[config.mk]
export PLATFORM = sky130hd
export DESIGN_NAME = gpr
export DESIGN_NICKNAME = d
export VERILOG_FILES = /design/src/rtl/gpr_pkg.sv /design/src/rtl/gpr_rd_port.sv /design/src/rtl/gpr.sv
export SDC_FILE = /design/constraint.sdc
export NUM_CORES = 2
export LEC_CHECK = 0
export ABC_CLOCK_PERIOD_IN_PS = 2400
export BUFFER_PORTS_ARGS = -buffer_cell sky130_fd_sc_hd__buf_4
export CORE_ASPECT_RATIO = 0.9
export CORE_MARGIN = 2
export CORE_UTILIZATION = 45
export DETAILED_ROUTE_END_ITERATION = 8
export HOLD_SLACK_MARGIN = 0.06
export SYNTH_ARGS = -nofsm -noshare
export SYNTH_HDL_FRONTEND = slang
export SYNTH_SLANG_ARGS = --single-unit
[constraint.sdc]
create_clock -name Clk -period 2.4 [get_ports Clk]
set_input_delay 0.24 -clock Clk [delete_from_list [all_inputs] [get_ports Clk]]
set_output_delay 0.24 -clock Clk [all_outputs]
set_load 0.01 [all_outputs]
[src/rtl/gpr_pkg.sv]
// gpr_pkg: shared widths, types and MIPS register names for the register file.
package gpr_pkg;
    localparam int GPR_DATA_W = 32;
    localparam int GPR_ADDR_W = 5;
    localparam int GPR_NUM    = 32;
    typedef logic [GPR_ADDR_W-1:0] gpr_addr_t;
    typedef logic [GPR_DATA_W-1:0] gpr_data_t;
    localparam gpr_addr_t REG_ZERO = 5'd0;
    localparam gpr_addr_t REG_AT   = 5'd1;
    localparam gpr_addr_t REG_V0   = 5'd2;
    localparam gpr_addr_t REG_V1   = 5'd3;
    localparam gpr_addr_t REG_A0   = 5'd4;
    localparam gpr_addr_t REG_A1   = 5'd5;
    localparam gpr_addr_t REG_A2   = 5'd6;
    localparam gpr_addr_t REG_A3   = 5'd7;
    localparam gpr_addr_t REG_T0   = 5'd8;
    localparam gpr_addr_t REG_T1   = 5'd9;
    localparam gpr_addr_t REG_T2   = 5'd10;
    localparam gpr_addr_t REG_T3   = 5'd11;
    localparam gpr_addr_t REG_T4   = 5'd12;
    localparam gpr_addr_t REG_T5   = 5'd13;
    localparam gpr_addr_t REG_T6   = 5'd14;
    localparam gpr_addr_t REG_T7   = 5'd15;
    localparam gpr_addr_t REG_S0   = 5'd16;
    localparam gpr_addr_t REG_S1   = 5'd17;
    localparam gpr_addr_t REG_S2   = 5'd18;
    localparam gpr_addr_t REG_S3   = 5'd19;
    localparam gpr_addr_t REG_S4   = 5'd20;
    localparam gpr_addr_t REG_S5   = 5'd21;
    localparam gpr_addr_t REG_S6   = 5'd22;
    localparam gpr_addr_t REG_S7   = 5'd23;
    localparam gpr_addr_t REG_T8   = 5'd24;
    localparam gpr_addr_t REG_T9   = 5'd25;
    localparam gpr_addr_t REG_K0   = 5'd26;
    localparam gpr_addr_t REG_K1   = 5'd27;
    localparam gpr_addr_t REG_GP   = 5'd28;
    localparam gpr_addr_t REG_SP   = 5'd29;
    localparam gpr_addr_t REG_FP   = 5'd30;
    localparam gpr_addr_t REG_RA   = 5'd31;
endpackage

[src/rtl/gpr_rd_port.sv]
// gpr_rd_port: one combinational read port; $0 reads zero, optional write-through.
module gpr_rd_port
    import gpr_pkg::*;
#(
    parameter int DATA_W = GPR_DATA_W,
    parameter int ADDR_W = GPR_ADDR_W,
    parameter int BYPASS = 0
) (
    input  logic [2**ADDR_W-1:0][DATA_W-1:0] regs_i,
    input  logic [ADDR_W-1:0]                addr_i,
    input  logic                             we_i,
    input  logic [ADDR_W-1:0]                waddr_i,
    input  logic [DATA_W-1:0]                wdata_i,
    output logic [DATA_W-1:0]                rdata_o
);
    always_comb begin
        rdata_o = (addr_i == '0) ? '0 :
                  ((BYPASS != 0) && we_i && (waddr_i == addr_i)) ? wdata_i : regs_i[addr_i];
    end
endmodule

[src/rtl/gpr.sv]
// gpr: MIPS 32x32 register file, two async read ports, one sync write port, $0 hard-wired to zero.
module gpr
    import gpr_pkg::*;
#(
    parameter int DATA_W = GPR_DATA_W,
    parameter int ADDR_W = GPR_ADDR_W,
    parameter int BYPASS = 0
) (
    input  logic              Regwrite,
    input  logic              Clk,
    input  logic              Reset,
    input  logic [DATA_W-1:0] Wd,
    input  logic [ADDR_W-1:0] A1,
    input  logic [ADDR_W-1:0] A2,
    input  logic [ADDR_W-1:0] A3,
    output logic [DATA_W-1:0] Rd1,
    output logic [DATA_W-1:0] Rd2
);
    logic [2**ADDR_W-1:0][DATA_W-1:0] regs_q, regs_d;
    logic                             we;

    // Bypass must stay silent while Reset holds the file cleared.
    assign we = Reset && (Regwrite == 1'b1);

    always_comb begin
        regs_d = regs_q;
        if (we && (A3 != '0)) regs_d[A3] = Wd;
    end

    always_ff @(posedge Clk or negedge Reset) begin
        if (!Reset) regs_q <= '0;
        else        regs_q <= regs_d;
    end

    gpr_rd_port #(.DATA_W(DATA_W), .ADDR_W(ADDR_W), .BYPASS(BYPASS)) u_rd1 (
        .regs_i (regs_q),
        .addr_i (A1),
        .we_i   (we),
        .waddr_i(A3),
        .wdata_i(Wd),
        .rdata_o(Rd1)
    );

    gpr_rd_port #(.DATA_W(DATA_W), .ADDR_W(ADDR_W), .BYPASS(BYPASS)) u_rd2 (
        .regs_i (regs_q),
        .addr_i (A2),
        .we_i   (we),
        .waddr_i(A3),
        .wdata_i(Wd),
        .rdata_o(Rd2)
    );
endmodule

==> run_results.csv <==
group,metric,value,unit
logic_synthesis,syn-mean-instance-area,15.2,um^2
setup_path,critical-path-max-stage-delay,0.49,ns
setup_path,worstSetupPathType,"register to primary output",
drt,number_of_vias_in_the_routed_layout,36500,
setup_path,critical_path.endpoint_type,"primary output",
setup_path,slowest_cp_cell,"mux4_2",
run,drv_cap,0,
floorplan,chipWidth,371,um
drt,avgRoutedWirePerCell,34.8,um
setup_path,worstPathBufferInverterCount,2,
sta,worst_hold_slack,0.177,ns
sta,fin_crit,2.71,ns
outcome,run_status,"finished with violations",
logic_synthesis,yosysUniqueCellTypes,37,
drt,initial_drc_count,4014,
logic_synthesis,async_flop_share,100,%
sta,timing.final.crit_share,113,%
global_routing,grt_max_degree,173,
setup_path,worst_setup_path_start_kind,"register",
drt,routed_vias_inst,6.73,
logic_synthesis,synth_top_flop_cell,"dfrtp_1",
cells_and_area,finish.cell_count_without_fillers,5429,
sta,timing.max_slew.rel_slack,12.9,%
clock_tree,clockRootBuffer,"clkbuf_16",
clock_tree,clkTransAtPathRegs,0.06,ns
cells_and_area,nNetsFinal,3792,
sta,maximum_achievable_frequency,0.369,GHz
drt,wirelength,189,mm
global_routing,number_of_antenna_violations_at_the_first_check_in_global_routing,4,
global_routing,grt_pass1_vias,38500,
global_routing,grt-ovfl-total,0,
logic_synthesis,ys_seq_elements,1024,
setup_path,cp.arrival,2.47,ns
setup_path,path_delay_family,"multiplexers",
drt,route.detailed.drc,0,
floorplan,die_height,334,um
cells_and_area,largest_register_ff_count,1024,
sta,finClkSkew,0,ns
logic_synthesis,number_of_warnings_reported_in_the_yosys_synthesis_log,0,
logic_synthesis,synth_edf_count,0,
sta,drv_slew,0,
clock_tree,clock_tree.buffer_depth,3,
cells_and_area,largest_registers_ranked_by_flip_flop_count,"regs_q: 1024 flops",
global_routing,gr-usage-all-layers,30.8,%
cells_and_area,largest_register_by_flop_count,"regs_q",
setup_path,worstPathMaxFanout,3,
logic_synthesis,synth_top_cells_by_count,"1024 x dfrtp_1, 1015 x mux2_2, 448 x mux4_2",
sta,post-route-worst-setup-slack,-0.307,ns
sta,finalSetupViolations,64,
logic_synthesis,sequential_area_share_after_synthesis,47.1,%
drt,firstDrtPassIters,5,
floorplan,initial_utilization,45.2,%
clock_tree,tritoncts,"built",
clock_tree,cts.htree.levels,3,
pwr,p_per_area,739,mW/mm^2
placed_design,post-place-cells,5174,
setup_path,worstPathRequired,2.16,ns
sta,setup_repair_after_global_routing_missed_its_margin,"yes",
logic_synthesis,syn_inst,3591,
clock_tree,clock_sinks,1024,
logic_synthesis,yosys.cell_count.top_type,"dfrtp_1",
cells_and_area,postLayoutCoreUtil,53.6,%
logic_synthesis,synth_largest_area_cell,"dfrtp_1",
cells_and_area,syn2layout_area_growth,18.7,%
floorplan,core_area,0.121,mm^2
pwr,vdd_drop_max,0.000622,V
floorplan,num_rows,121,
clock_tree,tritoncts.num_buffers,112,
global_routing,grt_pass1_wl,277,mm
min_path,hp-class,"input pin to asynchronous set/reset pin",
floorplan,io_pins,114,
clock_tree,clk_latency,0.74,ns
placed_design,place_congestion,0.850,
sta,finalHoldViolCount,0,
outcome,violations,"setup timing",
cells_and_area,drive_gt1_share,59.2,%
setup_path,path_cells,"mux4_2, mux2i_1, a221o_1, a31oi_2, buf_4, buf_6",
floorplan,full_die_area,0.124,mm^2
logic_synthesis,post_synth_main_area_contributors,"dfrtp_1 47%, mux2_2 21%, mux4_2 19%, mux2i_1 3.5%, clkbuf_1 1.6%",
placed_design,hpwlAfterDp,116,mm
logic_synthesis,syn-cell-area,0.0544,mm^2
logic_synthesis,synth_largest_type_area_fraction,47.1,%
drt,ant_nets,0,
sta,slew_worst_pin,1.30,ns
pwr,power_leakage,0.0285,uW
logic_synthesis,postSynthNetCount,3641,
placed_design,io_buffer_count,113,
final timing paths:
path	startpoint	end	slack, ns	depth (start not counted)
setup / recovery	regs_q[379]$_DFFE_PN0P_	Rd1[27]	-0.31	6
hold / removal	Reset	regs_q[247]$_DFFE_PN0P_	0.18	3
setup reg to reg	regs_q[137]$_DFFE_PN0P_	regs_q[137]$_DFFE_PN0P_	1.37	3
hold reg to reg	regs_q[14]$_DFFE_PN0P_	regs_q[14]$_DFFE_PN0P_	0.39	0
max in group asynchronous	Reset	regs_q[429]$_DFFE_PN0P_	0.71	4
min in group Clk	A3[4]	regs_q[377]$_DFFE_PN0P_	0.24	4
cells in the final DEF (no fill, tap or decap), drive strengths merged, types with 3 or more instances in the layout:
master and n:
a31oi 32, o2111ai 15, clkinv 18, nor2 23, a221o 32, mux2i 192
a211oi 32, nor2b 41, dlygate4sd3 33, inv 5, a221oi 49, o21ai 81
nand2 41, mux4 448, nor3 3, a311oi 32, bufinv 9, nor3b 4
nand2b 4, mux2 1024, clkbuf 170, dfrtp 1024, a22oi 64, buf 434
nand3 6
repair_timing:
item,CTS,global route
hold endpoints to repair,1241,0
setup buffers,15,12
hold buffers,33,0
pin swaps,46,33
gates resized for setup,218,51
setup endpoints to repair,64,64
gates cloned,0,0
cells by family after synthesis:
logic type	after synthesis	share of synthesized area, %
muxes	1664	43.2
and+or+nand+nor	133	1.31
AOI/OAI and AO/OA	337	4.57
DFF	1024	47.1
buffers and inverters	433	3.81
report_power, final:
group          internal [uW]  leakage (uW)  switching [uW]
combinational           4990        0.0130            3750
sequential             19500        0.0136            1780
clock                  10500       0.00185            7270
total                  35000        0.0285           12800
layout make-up:
type	count	area [um^2]
Antenna cell	1	2.50
Fill cell	9800	55900
Timing Repair Buffer	467	5100
Sequential cell	1024	25600
Clock inverter	31	438
Multi-Input combinational cell	2134	28100
Inverter	3	16.3
Tap cell	1599	2000
Clock buffer	170	3320
metrics by stage:
stage | instance area (um^2) | power [uW] | worst slack (ns) | setup TNS, ns
after floorplan | 54400 | 26500 | 0.455 | 0
after global routing | 64600 | 49500 | -0.353 | -13.79
after detailed placement | 59200 | 29600 | -0.250 | -3.93
after global placement | 59200 | 29200 | -0.324 | -3.79
after CTS | 64300 | 47800 | -0.317 | -11.91
final | 64600 | 47800 | -0.307 | -9.92
worst reg2reg max path, delay by kind of cell, from the launching register on:
family                 cells  cell delay [ns]
muxes                      1             0.25
DFF                        1             0.40
buffers and inverters      2             0.27
metal layers:
layer / vias up / track usage (%) / share of wire (%)
li1: 14300 / - / -
met1: 19900 / 43.3 / 42
met2: 1878 / 46.5 / 45
met3: 452 / 7.33 / 8.6
met4: 6 / 11.5 / 4.2
met5: - / 0 / 0.018
Power figures use the tool's default switching activity.
